===== config.mk =====
export PLATFORM = sky130hd
export DESIGN_NAME = mem_data_if
export DESIGN_NICKNAME = d
export VERILOG_FILES = /design/src/rtl/mem_if_pkg.sv /design/src/rtl/register_n.sv /design/src/rtl/mem_data_if.sv
export SDC_FILE = /design/constraint.sdc
export NUM_CORES = 1
export LEC_CHECK = 0
export CAP_MARGIN = 10
export CORE_MARGIN = 3
export CORE_UTILIZATION = 27
export DETAILED_ROUTE_END_ITERATION = 10
export REMOVE_ABC_BUFFERS = 1
export SLEW_MARGIN = 25
export SYNTH_ARGS = -nofsm -noshare
export SYNTH_HDL_FRONTEND = slang
export SYNTH_HIERARCHICAL = 1
export SYNTH_SLANG_ARGS = --single-unit

===== constraint.sdc =====
create_clock -name clock -period 2.4 [get_ports clock]
set_clock_uncertainty 0.1 [all_clocks]
set_input_delay 0.36 -clock clock [delete_from_list [all_inputs] [get_ports clock]]
set_output_delay 0.36 -clock clock [all_outputs]
set_load 0.02 [all_outputs]

===== src/rtl/mem_if_pkg.sv =====
// -----------------------------------------------------------------------------
// mem_if_pkg
//   Shared definitions for the MAR/MDR memory interface:
//     - default data/address widths
//     - access state encoding (IDLE, RD_WAIT, WR_WAIT, DONE)
//     - helper that tells whether a state accepts new register loads/requests
// -----------------------------------------------------------------------------
package mem_if_pkg;

    localparam int DEFAULT_DATA_WIDTH = 32;
    localparam int DEFAULT_ADDR_WIDTH = 9;

    typedef enum logic [1:0] {
        IDLE    = 2'd0,
        RD_WAIT = 2'd1,
        WR_WAIT = 2'd2,
        DONE    = 2'd3
    } state_t;

    // IDLE and DONE are the only states in which MAR/MDR may be loaded
    // from the bus and a new access may start.
    function automatic logic is_accepting(input state_t s);
        return (s == IDLE) || (s == DONE);
    endfunction

endpackage


===== src/rtl/register_n.sv =====
// -----------------------------------------------------------------------------
// register_n
//   Generic WIDTH-bit register with asynchronous active-high clear and a
//   synchronous load enable. Used for both MAR and MDR.
// Ports
//   clock  in   1      clock, rising edge
//   clear  in   1      asynchronous clear to zero, active-high
//   en     in   1      load d on the next rising edge
//   d      in   WIDTH  data input
//   q      out  WIDTH  register contents
// -----------------------------------------------------------------------------
module register_n #(
    parameter int WIDTH = 32
) (
    input  logic             clock,
    input  logic             clear,
    input  logic             en,
    input  logic [WIDTH-1:0] d,
    output logic [WIDTH-1:0] q
);

    // NOTE: clocked state is always written with non-blocking (<=) so every
    // register samples its inputs as they were before the edge.
    always_ff @(posedge clock or posedge clear) begin
        if (clear) begin
            q <= '0;
        end else if (en) begin
            q <= d;
        end
    end

endmodule


===== src/rtl/mem_data_if.sv =====
// -----------------------------------------------------------------------------
// mem_data_if
//   Parametrised MAR/MDR pair between the internal bus and memory, with a
//   request/acknowledge handshake of variable latency. The control unit
//   strobes rd_req or wr_req and waits for the one-cycle done pulse.
//   MAR and MDR are locked while an access is in flight.
//
// Configuration
//   MEM_TIMEOUT_EN  when defined, an access waiting TIMEOUT_CYCLES cycles
//                   without mem_ack aborts to IDLE and sets the sticky err
//                   flag. When undefined, waits are unbounded and err is 0.
//
// Ports
//   clock      in   1           clock, all state on rising edge
//   clear      in   1           asynchronous active-high reset
//   BusMuxOut  in   DATA_WIDTH  internal bus value
//   MARin      in   1           load MAR from BusMuxOut[ADDR_WIDTH-1:0]
//   MDRin      in   1           load MDR from BusMuxOut
//   rd_req     in   1           start memory read (1-cycle strobe)
//   wr_req     in   1           start memory write of MDR (1-cycle strobe)
//   MDRout     out  DATA_WIDTH  MDR contents
//   mem_addr   out  ADDR_WIDTH  MAR contents
//   mem_wdata  out  DATA_WIDTH  MDR contents
//   mem_rd     out  1           read request, held until mem_ack
//   mem_wr     out  1           write request, held until mem_ack
//   mem_rdata  in   DATA_WIDTH  read data, valid with mem_ack during a read
//   mem_ack    in   1           memory acknowledge
//   busy       out  1           access in flight
//   done       out  1           one-cycle pulse when an access completes
//   err        out  1           sticky timeout flag
// -----------------------------------------------------------------------------
module mem_data_if
    import mem_if_pkg::*;
#(
    parameter int DATA_WIDTH     = DEFAULT_DATA_WIDTH,
    parameter int ADDR_WIDTH     = DEFAULT_ADDR_WIDTH,
    parameter int TIMEOUT_CYCLES = 15
) (
    input  logic                  clock,
    input  logic                  clear,
    input  logic [DATA_WIDTH-1:0] BusMuxOut,
    input  logic                  MARin,
    input  logic                  MDRin,
    input  logic                  rd_req,
    input  logic                  wr_req,
    output logic [DATA_WIDTH-1:0] MDRout,
    output logic [ADDR_WIDTH-1:0] mem_addr,
    output logic [DATA_WIDTH-1:0] mem_wdata,
    output logic                  mem_rd,
    output logic                  mem_wr,
    input  logic [DATA_WIDTH-1:0] mem_rdata,
    input  logic                  mem_ack,
    output logic                  busy,
    output logic                  done,
    output logic                  err
);

    if (TIMEOUT_CYCLES < 1) begin : g_bad_cfg
        $error("mem_data_if: TIMEOUT_CYCLES must be at least 1");
    end

    state_t state;
    state_t state_next;

    logic accepting;
    logic req_taken;
    logic waiting;
    logic rd_complete;
    logic timeout;

    logic                  mar_en;
    logic                  mdr_en;
    logic [DATA_WIDTH-1:0] mdr_d;

    assign accepting   = is_accepting(state);
    assign req_taken   = accepting && (rd_req || wr_req);
    assign waiting     = (state == RD_WAIT) || (state == WR_WAIT);
    assign rd_complete = (state == RD_WAIT) && mem_ack;

    // -------------------------------------------------------------------------
    // Access FSM
    // -------------------------------------------------------------------------
    always_ff @(posedge clock or posedge clear) begin
        if (clear) begin
            state <= IDLE;
        end else begin
            state <= state_next;
        end
    end

    // NOTE: state_next gets a default before the case so no path leaves it
    // unassigned, which would otherwise infer a latch.
    always_comb begin
        state_next = state;
        case (state)
            IDLE, DONE: begin
                // Read wins when both strobes arrive together.
                if (rd_req) begin
                    state_next = RD_WAIT;
                end else if (wr_req) begin
                    state_next = WR_WAIT;
                end else begin
                    state_next = IDLE;
                end
            end
            RD_WAIT, WR_WAIT: begin
                // An ack in the terminal cycle takes priority over timeout.
                if (mem_ack) begin
                    state_next = DONE;
                end else if (timeout) begin
                    state_next = IDLE;
                end
            end
            default: state_next = IDLE;
        endcase
    end

    // Outputs decode the registered state, so clear drops them immediately.
    assign mem_rd = (state == RD_WAIT);
    assign mem_wr = (state == WR_WAIT);
    assign busy   = waiting;
    assign done   = (state == DONE);

    // -------------------------------------------------------------------------
    // Optional timeout
    // -------------------------------------------------------------------------
`ifdef MEM_TIMEOUT_EN
    localparam int CNT_W = $clog2(TIMEOUT_CYCLES + 1);

    logic [CNT_W-1:0] wait_cnt;
    logic             err_q;

    // The counter holds the number of ack-less wait cycles already elapsed,
    // so the abort fires during the TIMEOUT_CYCLES-th such cycle.
    assign timeout = waiting && !mem_ack
                     && (wait_cnt == CNT_W'(TIMEOUT_CYCLES - 1));

    always_ff @(posedge clock or posedge clear) begin
        if (clear) begin
            wait_cnt <= '0;
            err_q    <= 1'b0;
        end else begin
            if (req_taken) begin
                wait_cnt <= '0;
                err_q    <= 1'b0;
            end else if (timeout) begin
                err_q    <= 1'b1;
            end else if (waiting && !mem_ack) begin
                wait_cnt <= wait_cnt + 1'b1;
            end
        end
    end

    assign err = err_q;
`else
    assign timeout = 1'b0;
    assign err     = 1'b0;
`endif

    // -------------------------------------------------------------------------
    // MAR / MDR
    // -------------------------------------------------------------------------
    // Bus loads are honoured only in IDLE/DONE; an MDRin in the same cycle as
    // rd_req loads the bus value first and the read overwrites it on ack.
    assign mar_en = accepting && MARin;
    assign mdr_en = rd_complete || (accepting && MDRin);
    assign mdr_d  = rd_complete ? mem_rdata : BusMuxOut;

    register_n #(.WIDTH(ADDR_WIDTH)) u_mar (
        .clock (clock),
        .clear (clear),
        .en    (mar_en),
        .d     (BusMuxOut[ADDR_WIDTH-1:0]),
        .q     (mem_addr)
    );

    register_n #(.WIDTH(DATA_WIDTH)) u_mdr (
        .clock (clock),
        .clear (clear),
        .en    (mdr_en),
        .d     (mdr_d),
        .q     (MDRout)
    );

    assign mem_wdata = MDRout;

endmodule


==> flow_summary_export.csv, run 1 <==
group,metric,value,unit
floorplan,die-area,11000,µm²
critical_path,cpMostUsedCell,"sky130_fd_sc_hd__inv_1",
layout,insertedDiodeCount,0,
floorplan,chipWidth,105,µm
layout,final_design_area_no_fill,4060,µm²
synth,synth.yosys.warnings,6,
sta,fmax,441,MHz
floorplan,initial_utilization,28.1,%
synth,cell_type_with_the_highest_aggregate_area_in_the_netlist,"sky130_fd_sc_hd__dfrtp_1",
cts,worst_skew_late_latency,290,ps
cts,h-tree-depth,2,
placement,post_dp_cell_area,3980,µm²
grt,grt_start_max_net_pins,20,
sta,setup_repair_after_global_routing_missed_its_margin,"no",
floorplan,fp.coreArea,9370,µm²
grt,first_pass_grt_wire_length,9960,µm
grt,antenna_found_initial,0,
run_status,status,"finished, final reports clean",
floorplan,dieHeight,105,µm
critical_path,critical-path-max-stage-delay,600,ps
layout,syn_to_final_growth,54.4,%
power,leakage,0.00183,µW
grt,globalRouteTotalUtil,11.4,%
synth,sequential_element_share_of_the_synthesized_area,40.9,%
synth,ys_top_cells_by_area,"sky130_fd_sc_hd__dfrtp_1, sky130_fd_sc_hd__mux2_4, sky130_fd_sc_hd__buf_4",
critical_path,crit_path_cell_trace,"inv_1 -> ha_1 -> inv_1 -> clkdlybuf4s50_1",
synth,syn_inst,177,
critical_path,crit_path_end_kind,"output port",
critical_path,worstReg2RegStart,"state[0]",
route,detail_route.wl_per_cell,14.4,µm
layout,layout-drive-gt1-share,29.5,%
sta,report.final.setup_viol,0,
layout,fin_util,43.3,%
cts,cts_made_buffers,5,
power,ir_worst_vdd,0.506,mV
route,drt_pass1_iterations,2,
sta,fin_crit_sh,94.4,%
floorplan,rows,35,
route,residual_drc_count,0,
placement,gp_congestion,0.657,
critical_path,worstSetupStartpointType,"flip-flop",
critical_path,critPathRequiredTime,1940,ps
synth,syn_avg_cell_area,14.9,µm²
sta,maxSlewViolCount,0,
cts,worst_setup_hold_path_clk_slew,80,ps
route,drt_iter0_drc,31,
route,drt-vias-per-instance,4.01,
critical_path,critical_path_class,"flip-flop to output port",
synth,synth-seq-cells,43,
cts,clockBufferDepth,2,
route,route.antenna.remaining_nets,0,
placement,hpwl_after_dpl,4880,µm
cts,cts_tree,"done",
critical_path,path_buf_inv,3,
power,power.density,1450,nW/µm²
synth,netlist_area,2630,µm²
critical_path,cpMaxStageDelayCell,"sky130_fd_sc_hd__clkdlybuf4s50_1",
cts,clkSinkCount,43,
worst_hold_path,min_path_type,"input port to async pin",
synth,number_of_unique_standard_cell_types_used_by_synthesis,15,
critical_path,timing.critical_path.arrival,1810,ps
cts,cts-hold-fix-buffers,0,
cts,clk_root_buffer_cell,"sky130_fd_sc_hd__clkbuf_8",
sta,finalHoldViolations,0,
synth,yosysTopAreaCellShare,40.9,%
grt,global_route_overflow,0,
sta,fin_crit,2270,ps
critical_path,path_delay_family,"buffers and inverters",
placement,buffer_ports.inserted,147,
route,vias,1712,
power,power,5880,µW
grt,first_global_vias,1868,
critical_path,setup.worst_path.start,"state[0]",
floorplan,ioPinCount,149,
route,drt_wl_total,6140,µm
cts,cts.repair_timing.setup_buffer_count,0,
flow_run,max_cap_viol_count,0,
cts,cts_resized,0,
layout,final_nets,371,
critical_path,critical_path_fanouts_max,7,
-- worst register-to-register path, delay by kind of cell (launching register included) --
kind	cells	cell delay (ps)
muxes	1	390
adders and majority gates	1	390
buffers and inverters	2	340
and+or+nand+nor	2	180
DFF	1	400
-- flip-flops by register name, summed over array words and instances (netlist names) --
signal	flops
u_mdr/q	32
u_mar/q	9
state	2
-- cell type report --
| class | count | area (µm²) |
|---|---|---|
| multi-input combinational | 87 | 1170 |
| timing repair buffer | 154 | 1550 |
| sequential | 43 | 1080 |
| tap | 129 | 161 |
| fill | 919 | 5310 |
| clock buffer | 7 | 76.3 |
| clock inverter | 1 | 5.00 |
| inverter | 6 | 22.5 |
-- cell usage after synthesis (all sizes together) --
master  count
mux2       73
dfrtp      43
buf        41
inv         6
nand2       4
ha          3
nor2        2
o21ai       2
and2        1
conb        1
nand3b      1
-- per-layer routing --
| layer | up-vias | wire length (µm) | GRT usage [%] |
|---|---|---|---|
| li1 | 803 | - | - |
| met3 | 5 | 385 | 2.90 |
| met1 | 822 | 2770 | 15.2 |
| met2 | 82 | 2910 | 18.4 |
| met4 | 0 | 81 | 3.37 |
| met5 | - | 0 | 0 |
-- stage by stage --
| step | worst slack [ps] | std cells | hold WS, ps | setup TNS (ps) |
|---|---|---|---|---|
| 6_report | 134 | 427 | 191 | 0 |
| 5_1_grt | 34.7 | 427 | 213 | 0 |
| 4_1_cts | 116 | 427 | 195 | 0 |
| 3_5_place_dp | 323 | 419 | 391 | 0 |
| 3_3_place_gp | 349 | 419 | 394 | 0 |
| 2_1_floorplan | -853 | 136 | 1.18 | -27290 |
-- power by group --
group          leakage (µW)  total, µW  switching, µW  internal [µW]
clock             0.0000422        451            246            205
combinational       0.00129       4020           1720           2300
sequential         0.000503       1410            292           1120
-- layout by cell type (no fill, tap or decap), drive strengths merged --
cell	count
clkinv	1
nand2	4
clkbuf	7
nor2	2
dfrtp	43
mux2	73
ha	3
clkdlybuf4s50	147
conb	1
and2	1
buf	7
nand3b	1
o21ai	2
inv	6
-- worst paths after layout --
path,endpoint,slack (ps),cells past startpoint
setup / recovery,busy,130,4
hold / removal,state[0],190,2
setup reg to reg,u_mdr/q[12],490,6
hold reg to reg,u_mar/q[2],410,1
max in group asynchronous,u_mdr/q[24],1570,3
min in group clock,u_mar/q[2],410,1
-- logic make-up (layout without fill, tap and decap cells) --
| group | count (synthesis) | count (layout) | share of synthesized area (%) |
|---|---|---|---|
| buf+inv | 47 | 168 | 14.7 |
| simple gates | 8 | 8 | 1.48 |
| compound gates | 2 | 2 | 0.381 |
| fa+ha+maj | 3 | 3 | 1.43 |
| other cells | 1 | 1 | 0.143 |
| flops | 43 | 43 | 40.9 |
| mux | 73 | 73 | 41.0 |
Power figures use the tool's default switching activity.
==> run 2, diff against run 1 <==
--- a/config.mk
+++ b/config.mk
@@ -7,8 +7,9 @@
 export LEC_CHECK = 0
 export CAP_MARGIN = 10
 export CORE_MARGIN = 3
-export CORE_UTILIZATION = 27
+export CORE_UTILIZATION = 39
 export DETAILED_ROUTE_END_ITERATION = 10
+export PLACE_DENSITY = 0.82
 export REMOVE_ABC_BUFFERS = 1
 export SLEW_MARGIN = 25
 export SYNTH_ARGS = -nofsm -noshare
==> run 2 against run 1 <==
- sequential share of layout area is 0.48 points higher
- core utilization grew 18 points
- via count decreased by 0.64%
- worst hold slack worse by 3.8 ps
- combinational power hardly changed
- wire length shrank 0.76%
- die area fell by 29%
- clock power shrank 2%
- sequential power hardly changed
==> flow_summary_export.csv, run 2 (synthesized netlist as in run 1, its figures left out) <==
group,metric,value,unit
layout,insertedDiodeCount,0,
floorplan,chipWidth,88.1,µm
cts,h-tree-depth,2,
layout,final_common_cell,"sky130_fd_sc_hd__clkdlybuf4s50_1",
grt,global_route_overflow,0,
critical_path,worstSetupStartpointType,"flip-flop",
floorplan,initial_utilization,40.7,%
power,leakage,0.00183,µW
route,drt_pass1_iterations,2,
power,ir_worst_vdd,0.931,mV
placement,hpwl_after_dpl,4930,µm
cts,cts_tree,"done",
sta,tightestPinTransition,613,ps
flow_run,max_cap_viol_count,0,
layout,fillers,524,
cts,cts-hold-fix-buffers,0,
layout,syn_to_final_growth,51.6,%
grt,globalRouteTotalUtil,15.8,%
critical_path,timing.critical_path.arrival,1800,ps
cts,clk_root_buffer_cell,"sky130_fd_sc_hd__clkbuf_8",
sta,fin_crit_sh,94.1,%
sta,slew-limit-headroom,59.1,%
sta,setup_repair_after_global_routing_missed_its_margin,"no",
critical_path,crit_path_end_kind,"output port",
layout,largest_reg_flops,32,
sta,finalHoldViolations,0,
layout,final_nets,370,
power,power.density,1470,nW/µm²
run_status,status,"finished, final reports clean",
critical_path,critical_path_fanouts_max,7,
sta,setup_tns,0,ps
sta,fmax,443,MHz
critical_path,crit_path_cell_trace,"inv_1 -> ha_1 -> inv_1 -> clkdlybuf4s50_1",
route,drt-vias-per-instance,4.55,
layout,layout-drive-gt1-share,29.3,%
layout,largestRegisters,"u_mdr/q x32, u_mar/q x9, state x2",
sta,worst_slack,142,ps
route,vias,1701,
cts,cts.repair_timing.setup_buffer_count,0,
layout,max_flop_register,"u_mdr/q",
route,drt_iter0_drc,48,
sta,holdWs,188,ps
critical_path,critical-path-max-stage-delay,600,ps
grt,grt_start_max_net_pins,20,
worst_hold_path,min_path_type,"input port to async pin",
cts,cts_resized,0,
cts,clockBufferDepth,2,
floorplan,rows,29,
cts,clkSinkCount,43,
critical_path,critical_path_class,"flip-flop to output port",
cts,worst_skew_late_latency,290,ps
sta,maxSlewViolCount,0,
grt,antenna_found_initial,0,
grt,first_pass_grt_wire_length,9420,µm
critical_path,critPathRequiredTime,1940,ps
grt,first_global_vias,1909,
cts,cts_made_buffers,5,
layout,layout.cells.most_common_list,"sky130_fd_sc_hd__clkdlybuf4s50_1, sky130_fd_sc_hd__mux2_4, sky130_fd_sc_hd__dfrtp_1",
placement,pre_cts_slack,345,ps
floorplan,fp.coreArea,6460,µm²
cts,worst_setup_hold_path_clk_slew,80,ps
critical_path,cpMostUsedCell,"sky130_fd_sc_hd__inv_1",
sta,fin_crit,2260,ps
floorplan,ioPinCount,149,
floorplan,die-area,7770,µm²
route,residual_drc_count,0,
layout,fin_util,61.7,%
route,drt_wl_total,6100,µm
placement,gp_congestion,0.744,
floorplan,dieHeight,88.1,µm
critical_path,cpMaxStageDelayCell,"sky130_fd_sc_hd__clkdlybuf4s50_1",
route,detail_route.wl_per_cell,16.3,µm
route,route.antenna.remaining_nets,0,
placement,buffer_ports.inserted,147,
sta,report.final.setup_viol,0,
==> run 2: cell count changes in the layout (fill, tap and decap cells not counted) <==
| cell | previous run | this run |
|---|---|---|
| sky130_fd_sc_hd__buf_4 | 5 | 4 |
==> run 2: worst paths after layout <==
| path | startpoint | end | slack [ps] | cells after the start |
|---|---|---|---|---|
| min in group clock | u_mar/q[3] | u_mar/q[3] | 420 | 1 |
| max reg2reg | state[0] | u_mdr/q[12] | 470 | 6 |
| max in group asynchronous | clear | u_mdr/q[25] | 1270 | 3 |
| min | clear | state[1] | 190 | 2 |
| max | state[0] | busy | 140 | 4 |
| min reg2reg | u_mar/q[3] | u_mar/q[3] | 420 | 1 |
==> run 2: metrics by stage <==
step                      area (µm²)  total power [µW]  instances
final                           3990              5860        374
after global routing            3990              6180        374
after CTS                       3990              5930        374
after detailed placement        3910              5460        366
after global placement          3910              5380        366
after floorplan                 2270              3730        136
==> run 2: critical path, delay by kind of cell (launching register included) <==
family	cells	cell delay (ps)
fa+ha+maj	1	370
buf+inv	3	740
flops	1	400
==> run 2: area by class of cell <==
| cell class | count | area, µm² | share of cell area (%) |
|---|---|---|---|
| timing repair buffer | 153 | 1540 | 38.7 |
| clock inverter | 1 | 5.00 | 0.126 |
| inverter | 6 | 22.5 | 0.565 |
| tap | 77 | 96.3 | 2.42 |
| sequential | 43 | 1080 | 27.0 |
| multi-input combinational | 87 | 1170 | 29.3 |
| clock buffer | 7 | 76.3 | 1.91 |
==> run 2: power breakdown <==
group	switching [µW]	total (µW)	leakage, µW	internal, µW
Sequential	311	1430	0.000503	1120
Clock	238	442	0.0000422	205
Combinational	1710	3990	0.00128	2280
==> run 2: layer usage <==
layer  up-vias  global-route usage, %  routed length [µm]
li1        799                      -                   -
met1       810                   19.9                2500
met2        87                   27.3                3110
met3         5                   4.05                 446
met4         0                   3.30                  40
met5         -                      0                   0
==> run 3, diff against run 2 <==
--- a/config.mk
+++ b/config.mk
@@ -9,6 +9,7 @@
 export CORE_MARGIN = 3
 export CORE_UTILIZATION = 39
 export DETAILED_ROUTE_END_ITERATION = 10
+export GPL_TIMING_DRIVEN = 0
 export PLACE_DENSITY = 0.82
 export REMOVE_ABC_BUFFERS = 1
 export SLEW_MARGIN = 25
==> run 3 against run 2 <==
- highest routed layer unchanged
- sequential power about the same
- combinational power about the same
- largest cell class unchanged
- first-iteration DRC count decreased by 10%
==> flow_summary_export.csv, run 3 (synthesized netlist as in run 1, its figures left out) <==
group,metric,value,unit
floorplan,ioPinCount,149,
critical_path,critical_path_class,"flip-flop to output port",
sta,maxSlewViolCount,0,
power,leakage,0.00179,µW
layout,layout-drive-gt1-share,28.0,%
power,power.density,1480,nW/µm²
layout,syn_to_final_growth,49.3,%
placement,gp_congestion,0.672,
critical_path,crit_path_cell_trace,"inv_1 -> ha_1 -> inv_1 -> clkdlybuf4s50_1",
layout,fillers,537,
power,ir_worst_vdd,1.51,mV
layout,layoutNonFillerInstCount,366,
layout,final_nets,364,
layout,largest_reg_flops,32,
sta,report.final.setup_viol,0,
cts,clkSinkCount,43,
critical_path,timing.critical_path.arrival,1790,ps
critical_path,critical_path_fanouts_max,7,
route,drt_iter0_drc,43,
sta,finalHoldViolations,0,
route,drt_pass1_iterations,4,
layout,insertedDiodeCount,0,
grt,globalRouteTotalUtil,15.5,%
placement,placed_cells,360,
route,vias,1719,
cts,h-tree-depth,2,
route,residual_drc_count,0,
critical_path,path_buf_inv,3,
layout,largestRegisters,"u_mdr/q x32, u_mar/q x9, state x2",
critical_path,setup.worst_path.start,"state[0]",
sta,setup_tns,0,ps
critical_path,worstReg2RegStart,"state[1]",
floorplan,die-area,7770,µm²
worst_hold_path,min_path_type,"input port to async pin",
sta,fin_crit,2250,ps
critical_path,crit-reg2reg-capture,"u_mdr/q[23]",
critical_path,cpMaxStageDelayCell,"sky130_fd_sc_hd__clkdlybuf4s50_1",
run_status,status,"finished, final reports clean",
grt,grt_start_max_net_pins,34,
route,detail_route.wl_per_cell,16.6,µm
cts,cts-hold-fix-buffers,0,
cts,cts_made_buffers,5,
route,drt_wl_total,6060,µm
sta,tightestPinTransition,694,ps
grt,global_route_overflow,0,
sta,setup_repair_after_global_routing_missed_its_margin,"no",
floorplan,initial_utilization,40.7,%
placement,buffer_ports.inserted,147,
critical_path,critical-path-max-stage-delay,600,ps
cts,clk_root_buffer_cell,"sky130_fd_sc_hd__clkbuf_8",
grt,first_global_vias,1835,
floorplan,chipWidth,88.1,µm
critical_path,timing.reg2reg.setup_slack,180,ps
cts,cts_tree,"done",
floorplan,fp.coreArea,6460,µm²
flow_run,max_cap_viol_count,0,
floorplan,rows,29,
critical_path,worstSetupStartpointType,"flip-flop",
critical_path,crit_path_end_kind,"output port",
critical_path,worstRegToRegCells,5,
sta,fmax,445,MHz
placement,hpwl_after_dpl,4540,µm
cts,worst_skew_late_latency,290,ps
critical_path,path_delay_family,"buffers and inverters",
route,route.antenna.remaining_nets,0,
floorplan,dieHeight,88.1,µm
sta,slew-limit-headroom,53.6,%
grt,first_pass_grt_wire_length,9180,µm
layout,layout.cells.most_common_list,"sky130_fd_sc_hd__clkdlybuf4s50_1, sky130_fd_sc_hd__mux2_4, sky130_fd_sc_hd__dfrtp_1",
critical_path,critPathRequiredTime,1940,ps
grt,antenna_found_initial,0,
critical_path,cpMostUsedCell,"sky130_fd_sc_hd__inv_1",
layout,max_flop_register,"u_mdr/q",
cts,worst_setup_hold_path_clk_slew,70,ps
sta,fin_crit_sh,93.7,%
layout,final_common_cell,"sky130_fd_sc_hd__clkdlybuf4s50_1",
route,drt-vias-per-instance,4.70,
cts,clockBufferDepth,2,
[run 3: layout make-up]
class                   count  area [µm²]  share of cell area, %
clock buffers               6        72.6                   1.85
inverters                   6        22.5                  0.573
multi-input cells          87        1190                   30.3
flip-flops and latches     43        1080                   27.4
well taps                  77        96.3                   2.45
repair buffers            147        1470                   37.5
[run 3: worst reg2reg max path: stages (launching register included)]
cell,delay [ps]
sky130_fd_sc_hd__dfrtp_1,400
sky130_fd_sc_hd__inv_1,60
sky130_fd_sc_hd__ha_1,220
sky130_fd_sc_hd__nand2_4,510
sky130_fd_sc_hd__nand2_8,400
sky130_fd_sc_hd__mux2_4,420
[run 3: worst max-delay path by stage]
stage	slack (ps)	end	cells after the start
after floorplan	-850	u_mdr/q[0]	4
after global placement	-1760	u_mdr/q[10]	4
after detailed placement	-230	u_mdr/q[19]	4
after CTS	130	busy	4
after global routing	40	u_mdr/q[19]	5
final	150	busy	4
[run 3: through the flow]
stage	setup slack [ps]	hold WS [ps]	area [µm²]	util, %	total power, µW
2_1_floorplan	-853	1.18	2270	-	3730
3_3_place_gp	-1760	393	3830	59.4	5420
3_5_place_dp	-234	395	3850	59.6	5420
4_1_cts	133	200	3930	60.8	5880
5_1_grt	38.8	218	3930	60.8	6130
6_report	152	205	3930	60.8	5800
[run 3: power breakdown]
part | total, µW | switching (µW) | leakage, µW | internal [µW]
clock network | 420 | 226 | 0.0000371 | 194
logic | 3970 | 1730 | 0.00125 | 2240
registers | 1420 | 302 | 0.000503 | 1120
[run 3: layer usage]
layer / routed length [µm] / global-route usage (%)
met1: 2340 / 18.0
met5: 0 / 0
met4: 56 / 3.71
met3: 447 / 4.42
met2: 3210 / 28.0
[run 3: timing repair]
action	in CTS	in global routing
gates resized for setup	1	0
setup endpoints to repair	31	0
setup buffers	0	0
